**src/rtl/display_refresh_scheduler_if.sv**
```systemverilog
// RTC read-port bundle between the refresh scheduler and the RTC bus controller.
interface display_refresh_scheduler_if;
  logic       rd_req;
  logic [7:0] rd_addr;
  logic       rd_ack;
  logic [7:0] rd_data;

  // Scheduler side issues requests, controller side returns strobed data.
  modport master (output rd_req, output rd_addr, input rd_ack, input rd_data);
  modport slave  (input rd_req, input rd_addr, output rd_ack, output rd_data);
endinterface

```
**src/rtl/display_refresh_scheduler.sv**
```systemverilog
// Periodically reads RTC time/date/timer registers into a shadow bank of BCD
// digits and commits the bank to the screen only at a vsync falling edge.
module display_refresh_scheduler #(
  parameter int unsigned FRAMES_PER_UPDATE = 30,
  parameter int unsigned TIMEOUT_CYCLES    = 255
) (
  input  logic                               clock,
  input  logic                               reset,
  input  logic                               vsync,
  input  logic                               hold,
  display_refresh_scheduler_if.master        rd_bus,
  output logic [3:0]                         digit0_HH,
  output logic [3:0]                         digit1_HH,
  output logic [3:0]                         digit0_MM,
  output logic [3:0]                         digit1_MM,
  output logic [3:0]                         digit0_SS,
  output logic [3:0]                         digit1_SS,
  output logic [3:0]                         digit0_DAY,
  output logic [3:0]                         digit1_DAY,
  output logic [3:0]                         digit0_MES,
  output logic [3:0]                         digit1_MES,
  output logic [3:0]                         digit0_YEAR,
  output logic [3:0]                         digit1_YEAR,
  output logic [3:0]                         digit0_HH_T,
  output logic [3:0]                         digit1_HH_T,
  output logic [3:0]                         digit0_MM_T,
  output logic [3:0]                         digit1_MM_T,
  output logic [3:0]                         digit0_SS_T,
  output logic [3:0]                         digit1_SS_T,
  output logic                               AM_PM,
  output logic                               update_done,
  output logic                               rd_error
);

  localparam int unsigned NUM_READS = 9;
  localparam int unsigned IDX_W     = 4;
  localparam int unsigned CNT_W     = 8;
  localparam int unsigned BYTE_W    = 8;

  localparam logic [IDX_W-1:0] IDX_HH   = IDX_W'(2);
  localparam logic [IDX_W-1:0] IDX_LAST = IDX_W'(NUM_READS - 1);
  localparam logic [CNT_W-1:0] FRAME_LAST = CNT_W'(FRAMES_PER_UPDATE - 1);
  localparam logic [CNT_W-1:0] TMO_LIMIT  = CNT_W'(TIMEOUT_CYCLES);

  localparam logic [1:0] ST_IDLE        = 2'd0;
  localparam logic [1:0] ST_REQ         = 2'd1;
  localparam logic [1:0] ST_WAIT_ACK    = 2'd2;
  localparam logic [1:0] ST_PEND_COMMIT = 2'd3;

  logic [1:0]                           state_q, state_d;
  logic                                 vsync_q;
  logic [CNT_W-1:0]                     frame_cnt_q;
  logic [IDX_W-1:0]                     idx_q, idx_d;
  logic [CNT_W-1:0]                     tmo_q, tmo_d;
  logic                                 rd_req_q, rd_req_d;
  logic [BYTE_W-1:0]                    rd_addr_q, rd_addr_d;
  logic [NUM_READS-1:0][BYTE_W-1:0]     shadow_q, shadow_d;
  logic                                 shadow_ampm_q, shadow_ampm_d;
  logic [NUM_READS-1:0][BYTE_W-1:0]     disp_q, disp_d;
  logic                                 am_pm_q, am_pm_d;
  logic                                 update_done_q, update_done_d;
  logic                                 rd_error_q, rd_error_d;

  logic fall;
  logic frame_wrap;
  logic ack_c;

  // RTC register address for each slot of the fixed read order.
  function automatic logic [BYTE_W-1:0] read_addr(input logic [IDX_W-1:0] idx);
    case (idx)
      IDX_W'(0): return 8'h21;  // SS
      IDX_W'(1): return 8'h22;  // MM
      IDX_W'(2): return 8'h23;  // HH
      IDX_W'(3): return 8'h24;  // DAY
      IDX_W'(4): return 8'h25;  // MES
      IDX_W'(5): return 8'h26;  // YEAR
      IDX_W'(6): return 8'h41;  // SS_T
      IDX_W'(7): return 8'h42;  // MM_T
      IDX_W'(8): return 8'h43;  // HH_T
      default:   return 8'h00;
    endcase
  endfunction

  // {tens, units}; the hours register carries a 12h tens bit and the PM flag above it.
  function automatic logic [BYTE_W-1:0] decode_reg(input logic [IDX_W-1:0] idx,
                                                  input logic [BYTE_W-1:0] data);
    if (idx == IDX_HH) return {3'b000, data[4], data[3:0]};
    return data;
  endfunction

  assign fall       = vsync_q & ~vsync;
  assign frame_wrap = fall && (frame_cnt_q == FRAME_LAST);
  assign ack_c      = rd_bus.rd_ack & rd_req_q;

  // Vsync edge detector and frame counter; counts regardless of FSM state.
  always_ff @(posedge clock or negedge reset) begin
    if (!reset) begin
      vsync_q     <= 1'b0;
      frame_cnt_q <= '0;
    end else begin
      vsync_q <= vsync;
      if (fall) begin
        frame_cnt_q <= (frame_cnt_q == FRAME_LAST) ? '0 : frame_cnt_q + CNT_W'(1);
      end
    end
  end

  // Next-state and next-output logic for the read/commit sequencer.
  always_comb begin
    state_d       = state_q;
    idx_d         = idx_q;
    tmo_d         = tmo_q;
    rd_req_d      = rd_req_q;
    rd_addr_d     = rd_addr_q;
    shadow_d      = shadow_q;
    shadow_ampm_d = shadow_ampm_q;
    disp_d        = disp_q;
    am_pm_d       = am_pm_q;
    update_done_d = 1'b0;
    rd_error_d    = rd_error_q;

    case (state_q)
      ST_IDLE: begin
        if (frame_wrap && !hold) begin
          idx_d   = '0;
          state_d = ST_REQ;
        end
      end

      ST_REQ: begin
        rd_req_d  = 1'b1;
        rd_addr_d = read_addr(idx_q);
        tmo_d     = '0;
        state_d   = ST_WAIT_ACK;
      end

      ST_WAIT_ACK: begin
        if (ack_c) begin
          shadow_d[idx_q] = decode_reg(idx_q, rd_bus.rd_data);
          if (idx_q == IDX_HH) shadow_ampm_d = rd_bus.rd_data[5];
          rd_req_d = 1'b0;
          if (hold) begin
            state_d = ST_IDLE;
          end else if (idx_q == IDX_LAST) begin
            state_d = ST_PEND_COMMIT;
          end else begin
            idx_d   = idx_q + IDX_W'(1);
            state_d = ST_REQ;
          end
        end else if (tmo_q == TMO_LIMIT) begin
          rd_req_d   = 1'b0;
          rd_error_d = 1'b1;
          state_d    = ST_IDLE;
        end else begin
          tmo_d = tmo_q + CNT_W'(1);
        end
      end

      ST_PEND_COMMIT: begin
        // The commit edge returns to IDLE, so it can never also start a sequence.
        if (fall) begin
          disp_d        = shadow_q;
          am_pm_d       = shadow_ampm_q;
          update_done_d = 1'b1;
          rd_error_d    = 1'b0;
          state_d       = ST_IDLE;
        end
      end

      default: state_d = ST_IDLE;
    endcase
  end

  // State and registered-output flops.
  always_ff @(posedge clock or negedge reset) begin
    if (!reset) begin
      state_q       <= ST_IDLE;
      idx_q         <= '0;
      tmo_q         <= '0;
      rd_req_q      <= 1'b0;
      rd_addr_q     <= '0;
      shadow_q      <= '0;
      shadow_ampm_q <= 1'b0;
      disp_q        <= '0;
      am_pm_q       <= 1'b0;
      update_done_q <= 1'b0;
      rd_error_q    <= 1'b0;
    end else begin
      state_q       <= state_d;
      idx_q         <= idx_d;
      tmo_q         <= tmo_d;
      rd_req_q      <= rd_req_d;
      rd_addr_q     <= rd_addr_d;
      shadow_q      <= shadow_d;
      shadow_ampm_q <= shadow_ampm_d;
      disp_q        <= disp_d;
      am_pm_q       <= am_pm_d;
      update_done_q <= update_done_d;
      rd_error_q    <= rd_error_d;
    end
  end

  assign rd_bus.rd_req  = rd_req_q;
  assign rd_bus.rd_addr = rd_addr_q;

  assign {digit1_SS,   digit0_SS}   = disp_q[0];
  assign {digit1_MM,   digit0_MM}   = disp_q[1];
  assign {digit1_HH,   digit0_HH}   = disp_q[2];
  assign {digit1_DAY,  digit0_DAY}  = disp_q[3];
  assign {digit1_MES,  digit0_MES}  = disp_q[4];
  assign {digit1_YEAR, digit0_YEAR} = disp_q[5];
  assign {digit1_SS_T, digit0_SS_T} = disp_q[6];
  assign {digit1_MM_T, digit0_MM_T} = disp_q[7];
  assign {digit1_HH_T, digit0_HH_T} = disp_q[8];

  assign AM_PM       = am_pm_q;
  assign update_done = update_done_q;
  assign rd_error    = rd_error_q;

endmodule

```
**src/flat_wrapper.sv**
```systemverilog
// flat-port wrapper written by rule: the top's interface ports become plain ports
module display_refresh_scheduler_flat 
#(
  parameter int unsigned FRAMES_PER_UPDATE = 30,
  parameter int unsigned TIMEOUT_CYCLES    = 255
)
  (clock, reset, vsync, hold, digit0_HH, digit1_HH, digit0_MM, digit1_MM, digit0_SS, digit1_SS, digit0_DAY, digit1_DAY, digit0_MES, digit1_MES, digit0_YEAR, digit1_YEAR, digit0_HH_T, digit1_HH_T, digit0_MM_T, digit1_MM_T, digit0_SS_T, digit1_SS_T, AM_PM, update_done, rd_error, rd_bus_rd_req, rd_bus_rd_addr, rd_bus_rd_ack, rd_bus_rd_data);
  display_refresh_scheduler_if rd_bus_i ();
  input  logic clock;
  input  logic reset;
  input  logic vsync;
  input  logic hold;
  output logic [3:0] digit0_HH;
  output logic [3:0] digit1_HH;
  output logic [3:0] digit0_MM;
  output logic [3:0] digit1_MM;
  output logic [3:0] digit0_SS;
  output logic [3:0] digit1_SS;
  output logic [3:0] digit0_DAY;
  output logic [3:0] digit1_DAY;
  output logic [3:0] digit0_MES;
  output logic [3:0] digit1_MES;
  output logic [3:0] digit0_YEAR;
  output logic [3:0] digit1_YEAR;
  output logic [3:0] digit0_HH_T;
  output logic [3:0] digit1_HH_T;
  output logic [3:0] digit0_MM_T;
  output logic [3:0] digit1_MM_T;
  output logic [3:0] digit0_SS_T;
  output logic [3:0] digit1_SS_T;
  output logic AM_PM;
  output logic update_done;
  output logic rd_error;
  output wire logic [$bits(rd_bus_i.rd_req)-1:0] rd_bus_rd_req;
  output wire logic [$bits(rd_bus_i.rd_addr)-1:0] rd_bus_rd_addr;
  input wire logic [$bits(rd_bus_i.rd_ack)-1:0] rd_bus_rd_ack;
  input wire logic [$bits(rd_bus_i.rd_data)-1:0] rd_bus_rd_data;
  assign rd_bus_rd_req = rd_bus_i.rd_req;
  assign rd_bus_rd_addr = rd_bus_i.rd_addr;
  assign rd_bus_i.rd_ack = rd_bus_rd_ack;
  assign rd_bus_i.rd_data = rd_bus_rd_data;
  display_refresh_scheduler #(.FRAMES_PER_UPDATE(FRAMES_PER_UPDATE), .TIMEOUT_CYCLES(TIMEOUT_CYCLES)) u_core (.clock(clock), .reset(reset), .vsync(vsync), .hold(hold), .rd_bus(rd_bus_i), .digit0_HH(digit0_HH), .digit1_HH(digit1_HH), .digit0_MM(digit0_MM), .digit1_MM(digit1_MM), .digit0_SS(digit0_SS), .digit1_SS(digit1_SS), .digit0_DAY(digit0_DAY), .digit1_DAY(digit1_DAY), .digit0_MES(digit0_MES), .digit1_MES(digit1_MES), .digit0_YEAR(digit0_YEAR), .digit1_YEAR(digit1_YEAR), .digit0_HH_T(digit0_HH_T), .digit1_HH_T(digit1_HH_T), .digit0_MM_T(digit0_MM_T), .digit1_MM_T(digit1_MM_T), .digit0_SS_T(digit0_SS_T), .digit1_SS_T(digit1_SS_T), .AM_PM(AM_PM), .update_done(update_done), .rd_error(rd_error));
endmodule
```
**config.mk**
```make
export PLATFORM = sky130hd
export DESIGN_NAME = display_refresh_scheduler_flat
export DESIGN_NICKNAME = d
export VERILOG_FILES = /design/src/rtl/display_refresh_scheduler_if.sv /design/src/rtl/display_refresh_scheduler.sv /design/src/flat_wrapper.sv
export SDC_FILE = /design/constraint.sdc
export NUM_CORES = 1
export LEC_CHECK = 0
export CORE_AREA = 10 10 146 148
export CTS_BUF_LIST = sky130_fd_sc_hd__clkbuf_4 sky130_fd_sc_hd__clkbuf_8
export DETAILED_ROUTE_END_ITERATION = 12
export DIE_AREA = 0 0 156 158
export PLACE_DENSITY = 0.64
export SLEW_MARGIN = 20
export SYNTH_ARGS = -nofsm -noshare
export SYNTH_HDL_FRONTEND = slang
export SYNTH_SLANG_ARGS = --single-unit
```
**constraint.sdc**
```tcl
create_clock -name clock -period 1.7 [get_ports clock]
set_input_delay 0.17 -clock clock [delete_from_list [all_inputs] [get_ports clock]]
set_output_delay 0.17 -clock clock [all_outputs]
set_load 0.01 [all_outputs]
```
# Word level (Yosys, flattened, before mapping)
# Memories as Yosys holds them, arrays and structs flattened. A register that Yosys moved wholly into a read port is not among the register bits.
# Cells that the tools add are included.
# totals
register_bits	180
romBits	80
input_bits	13
out_inout_bits	84
elab_cells	106
mem_count	1
# classes
n_addsub	3
order_cmp	2
n_eq_ne	16
muxes	35
n_bitwise	3
reduce_logical	17
# memory_table
memory	depth	word_bits	rd	rd_ports_with_merged_regs	write_ports	line_no	source
(name not given)	16	5	1	1	0	display_refresh_scheduler.sv:70	case (idx)
# ops
op	n
bitwise mux 72 bit	1
two-way mux 8 bit	8
demux 8 bit (select 4 bit)	1
adder 8 x 1 -> 8 bit (second input constant)	2
two-way mux 4 bit	4
case mux 8 bit (2 select lines)	1
two-way mux 2 bit	6
two-way mux 1 bit	10
AND reduction 3 bit	3
equality test 8 x 5 -> 1 bit (second input constant)	1
equality test 8 bit (second input constant)	1
inequality test 2 x 1 -> 1 bit (second input constant)	4
inequality test 2 bit (second input constant)	4
case mux 2 bit (4 select lines)	1
case mux 4 bit (2 select lines)	1
AND reduction 2 bit	3
nonzero test 2 bit	3
less-than comparator 4 x 5 -> 1 bit (second input constant)	1
AND reduction 5 bit	1
adder 4 x 1 -> 4 bit (second input constant)	1
equality test 2 bit (second input constant)	2
equality test 4 x 2 -> 1 bit (second input constant)	1
equality test 4 bit (second input constant)	1
>= comparator 4 x 1 -> 1 bit (second input constant)	1
9 further kinds	14

# Longest topological paths before layout
# logic_depth
ltp_word	8
ltp_mapped	6
mapped_depth_nobuf	6

# Worst setup path after synthesis
# Ideal clock, no wire load.
# synth_timing
kind	register to register
from	register u_core.state_q[0]
to	register u_core.shadow_q[38] (netlist name)
setup_ns	0.128
t_arrival_ns	1.735
required_ns	1.572
path_slack_ns	-0.162
stages_incl_launch_ff	7
path_buffers	0
period_less_slack_ns	1.862
path_cell_list	dfrtp_1 -> inv_1 -> ha_1 -> nand3_1 -> nor3b_4 -> nand2_2 -> mux2_1
# synth_via
elab_chain_cells	2
# synth_lines
element	line_no	source
start: declaration	display_refresh_scheduler.sv:50	logic [1:0] state_q, state_d;
start signal: assignment	display_refresh_scheduler.sv:189	state_q <= state_d;
equality test 2 bit	display_refresh_scheduler.sv:122	case (state_q)
AND reduction 2 bit (no source line)	--	
end signal: assignment	display_refresh_scheduler.sv:194	shadow_q <= shadow_d;
end: declaration	display_refresh_scheduler.sv:57	logic [NUM_READS-1:0][BYTE_W-1:0] shadow_q, shadow_d;
# Every way passes these cells.
# A chain may end at the register's enable or synchronous reset.

# Worst setup path after layout
# layout_timing
from	register u_core.tmo_q[1]
to	register u_core.state_q[0]
# layout_via
elab_chain_cells	3
# layout_lines
element	line_no	source
start: declaration	display_refresh_scheduler.sv:54	logic [CNT_W-1:0] tmo_q, tmo_d;
start signal: assignment	display_refresh_scheduler.sv:191	tmo_q <= tmo_d;
equality test 8 bit	display_refresh_scheduler.sv:150	end else if (tmo_q == TMO_LIMIT) begin
inequality test 3 x 1 -> 1 bit (no source line)	--	
AND reduction 3 bit (no source line)	--	
# Every way passes these cells.

==> key figures <==
Power and ir drop
  – Power Dens Cells: approximately 1100 nW/um2
  – Overall Power: 10.65 mW
  – Pleak: between 4 and 5 nW
  – Maximum vdd ir drop: 0.5263 mV

Die
  – I/O pins: 97
  – Rows: 50
  – Width of the chip: around 160 um
  – Die height: 158 um
  – DIE AREA: 24,650 um2
  – Initial Util: 0.3920
  – Floorplan Core Area: 18,460 um2

Logic synthesis
  – Mapped Cells: between 400 and 500
  – Top post-synthesis cells by area: dfrtp_1, mux2_2, ha_1
  – Asr flop ratio synth: 1.000
  – Netlist area before placement: 7234 um2
  – Synth unique cells: 54
  – Top FF cell, synth: dfrtp_1
  – Post-synth top area share: 0.6122
  – Post-synth EDFFs: 0
  – Area leader, netlist: dfrtp_1
  – Syn_area_per_cell: 14.50 um2
  – Register bit total from synthesis: around 180
  – Yosys warns: 0
  – Sequential element share of the synthesized area: 0.6122

Routing
  – Drt first-iter violations: 209
  – DR vias: 4,549
  – Drt via density: 5.043
  – First-pass DRT Iterations: 4
  – Wire length per cell: 18.85 um
  – Final wirelength: ~17,000 um
  – DRC: 0
  – Antenna-violating nets left: 0

Finish
  – Share of cells above drive strength 1: 0.4012
  – Final core utilization: 0.5158
  – N_diodes: 0
  – NumNets Final: 682
  – Fillcell total: 1,533
  – Multi-input gate area: 2855 um2
  – Sequential cell area: 4429 um2
  – Fin cells: 902
  – P&R area growth vs syn: 31.58%

CTS
  – CTS Buf Count: 17
  – Root buffer cell: clkbuf_8
  – CTS Buffer Depth: 2
  – Clk_lat worst skew: 460 ps
  – CTS tree: done
  – Clock net sink count: 177
  – CTS clk-pin slew, worst paths: roughly 90 ps
  – H-tree levels: 4

Critical path
  – CP Launch Type: register
  – FF-to-FF path depth: 6
  – CP Data Arrival Time: 2140 ps
  – Setup CP Type: register to register
  – Slowest stage delay, CP: 400 ps
  – Crit. End Element: register
  – Worst Path Max Fanout: 5
  – Crit-path slowest cell: dfrtp_1
  – Required time of the critical path: 2080 ps
  – Crit-path cells: ha_2 > and3_4 > a32o_2 > buf_6 > o211ai_1 > mux2i_1

STA
  – TNS Setup: -123.7 ps
  – Relative slew slack: 0.6669
  – Final worst slack: -62.11 ps
  – Slew @ Worst Pin: 498.1 ps
  – Max Freq: ~570 MHz
  – Clk_skew: 15.54 ps
  – Setup violations, final: 5
  – Hold Fails Final Rpt: 0
  – Fin crit share: 1.037
  – Fin crit period: 1762 ps
  – Unrepaired setup endpoints after global routing: yes
  – Final slew viol count: 0

Global routing
  – Initial antenna violation count: 0
  – Largest net degree at the start of global routing: 53
  – Vias in the first global route: ~4.9k
  – First-pass GRT wire length: 26,850 um
  – Global route overflow: 0
  – GR Util All Layers: 0.1397

Placement
  – Post-DP HPWL: 12,160 um
  – Port bufs: 93
  – Post-placement cell count: 859
  – Final GP Congestion: between 0.8 and 0.9
  – Pre-CTS WS: -190.3 ps

Min path
  – Hold WC Path Type: input pin to async pin

Outcome
  – Run status: finished, violations left
  – Violated checks: negative setup slack

Run
  – Max-cap violations: 0
-- cell type report --
class / count / share of cell area
inverters: 12 / 0.004732
flip-flops and latches: 177 / 0.4653
clock buffers: 20 / 0.02826
well taps: 234 / 0.03076
clock inverters: 10 / 0.01078
multi-input cells: 294 / 0.2999
repair buffers: 155 / 0.1602
-- where the power goes --
part	leakage [nW]	total (mW)	internal [mW]	switching, mW
Clock	0.191	2.78	1.26	1.52
Sequential	2.41	5.03	4.71	0.322
Combinational	1.98	2.84	1.53	1.32
Total	4.58	10.6	7.49	3.16
-- critical path, delay by kind of cell, from the launching register on --
| family | cells | cell delay, ps |
|---|---|---|
| buffers and inverters | 1 | 140 |
| DFF | 1 | 400 |
| AOI/OAI and AO/OA | 2 | 580 |
| adders and majority gates | 1 | 200 |
| and+or+nand+nor | 1 | 150 |
| muxes | 1 | 220 |
-- cell usage after synthesis, drive strengths merged, types with 2 or more instances --
master	count
a21oi	3
a31oi	3
a32o	2
and2	5
and3	5
and4b	2
buf	12
clkbuf	6
dfrtp	177
ha	12
inv	12
mux2	144
mux2i	5
nand2	22
nand2b	8
nand3	11
nand3b	2
nand4	5
nor2	10
nor2b	6
nor3	3
nor3b	3
o211ai	6
o21a	2
o21ai	4
o311ai	4
o31ai	2
xnor2	3
xor2	3
-- metrics by stage --
stage / cell area (um2) / hold slack (ps)
after floorplan: 7253 / -125.6
after global placement: 8857 / 78.34
after detailed placement: 8857 / 82.53
after CTS: 9326 / 138.4
after global routing: 9519 / 165.8
final: 9519 / 143.0
-- kinds of logic after synthesis --
group / after synthesis / synth area share
DFF: 177 / 0.6122
xor gates and xnor gates: 6 / 0.007265
AOI/OAI and AO/OA: 37 / 0.03891
buffers and inverters: 30 / 0.01954
muxes: 149 / 0.2311
other: 1 / 0.0005184
adders and majority gates: 12 / 0.02075
and+or+nand+nor: 87 / 0.06970
-- per-layer routing --
metal / track usage / part of all wire / up-vias
li1: - / - / 2087
met1: 0.1701 / 0.44 / 2349
met2: 0.2352 / 0.51 / 100
met3: 0.03772 / 0.042 / 13
met4: 0.04631 / 0.010 / 0
met5: 0 / 0 / -
-- cell usage in the layout (no fill, tap or decap), drive strengths merged, types with 3 or more instances in the layout --
master         instances
xnor2                  3
nor2b                  6
mux2i                  5
mux2                 144
nand3                 11
a21oi                  3
ha                    12
nor3b                  3
nand2b                 8
nand2                 22
and3                   5
dfrtp                177
and2                   5
xor2                   3
o211ai                 6
nor2                  10
a31oi                  3
clkbuf                20
clkdlybuf4s50         91
o21ai                  4
nor3                   3
nand4                  5
o311ai                 4
clkinv                 5
buf                   62
inv                   15
conb                   3
-- registers in the layout, indices dropped and copies added, names as in the netlist, 2 cells and up --
register,cells
u_core.tmo_q,8
u_core.shadow_q,72
u_core.digit0_MM_T,4
u_core.digit1_SS_T,4
u_core.digit1_SS,4
u_core.digit0_DAY,4
u_core.digit0_MM,4
u_core.digit1_HH_T,4
u_core.digit0_YEAR,4
u_core.digit1_MES,4
u_core.digit0_HH_T,4
u_core.frame_cnt_q,8
u_core.digit1_MM,4
u_core.digit0_HH,4
u_core.digit1_YEAR,4
u_core.digit0_MES,4
u_core.rd_bus.rd_addr,5
u_core.digit1_DAY,4
u_core.digit1_MM_T,4
u_core.digit0_SS_T,4
u_core.state_q,2
u_core.idx_q,4
u_core.digit0_SS,4
u_core.digit1_HH,4
-- worst paths after layout --
kind                                              end  slack (ps)             startpoint
worst max-delay path                u_core.state_q[0]         -60        u_core.tmo_q[1]
max in group asynchronous             u_core.tmo_q[1]         930                  reset
worst min-delay path              u_core.digit1_HH[2]         140                  reset
min in group clock                     u_core.vsync_q         250                  vsync
worst max register to register      u_core.state_q[0]         -60        u_core.tmo_q[1]
worst min register to register  u_core.frame_cnt_q[7]         480  u_core.frame_cnt_q[7]
-- what timing repair did --
item / CTS / global route
hold buffers: 1 / 0
gates resized for setup: 11 / 32
pin swaps: 5 / 14
endpoints found under the setup margin: 58 / 81
buffers inserted: 6 / 6
endpoints found under the hold margin: 177 / 0
Power figures use the tool's default switching activity.
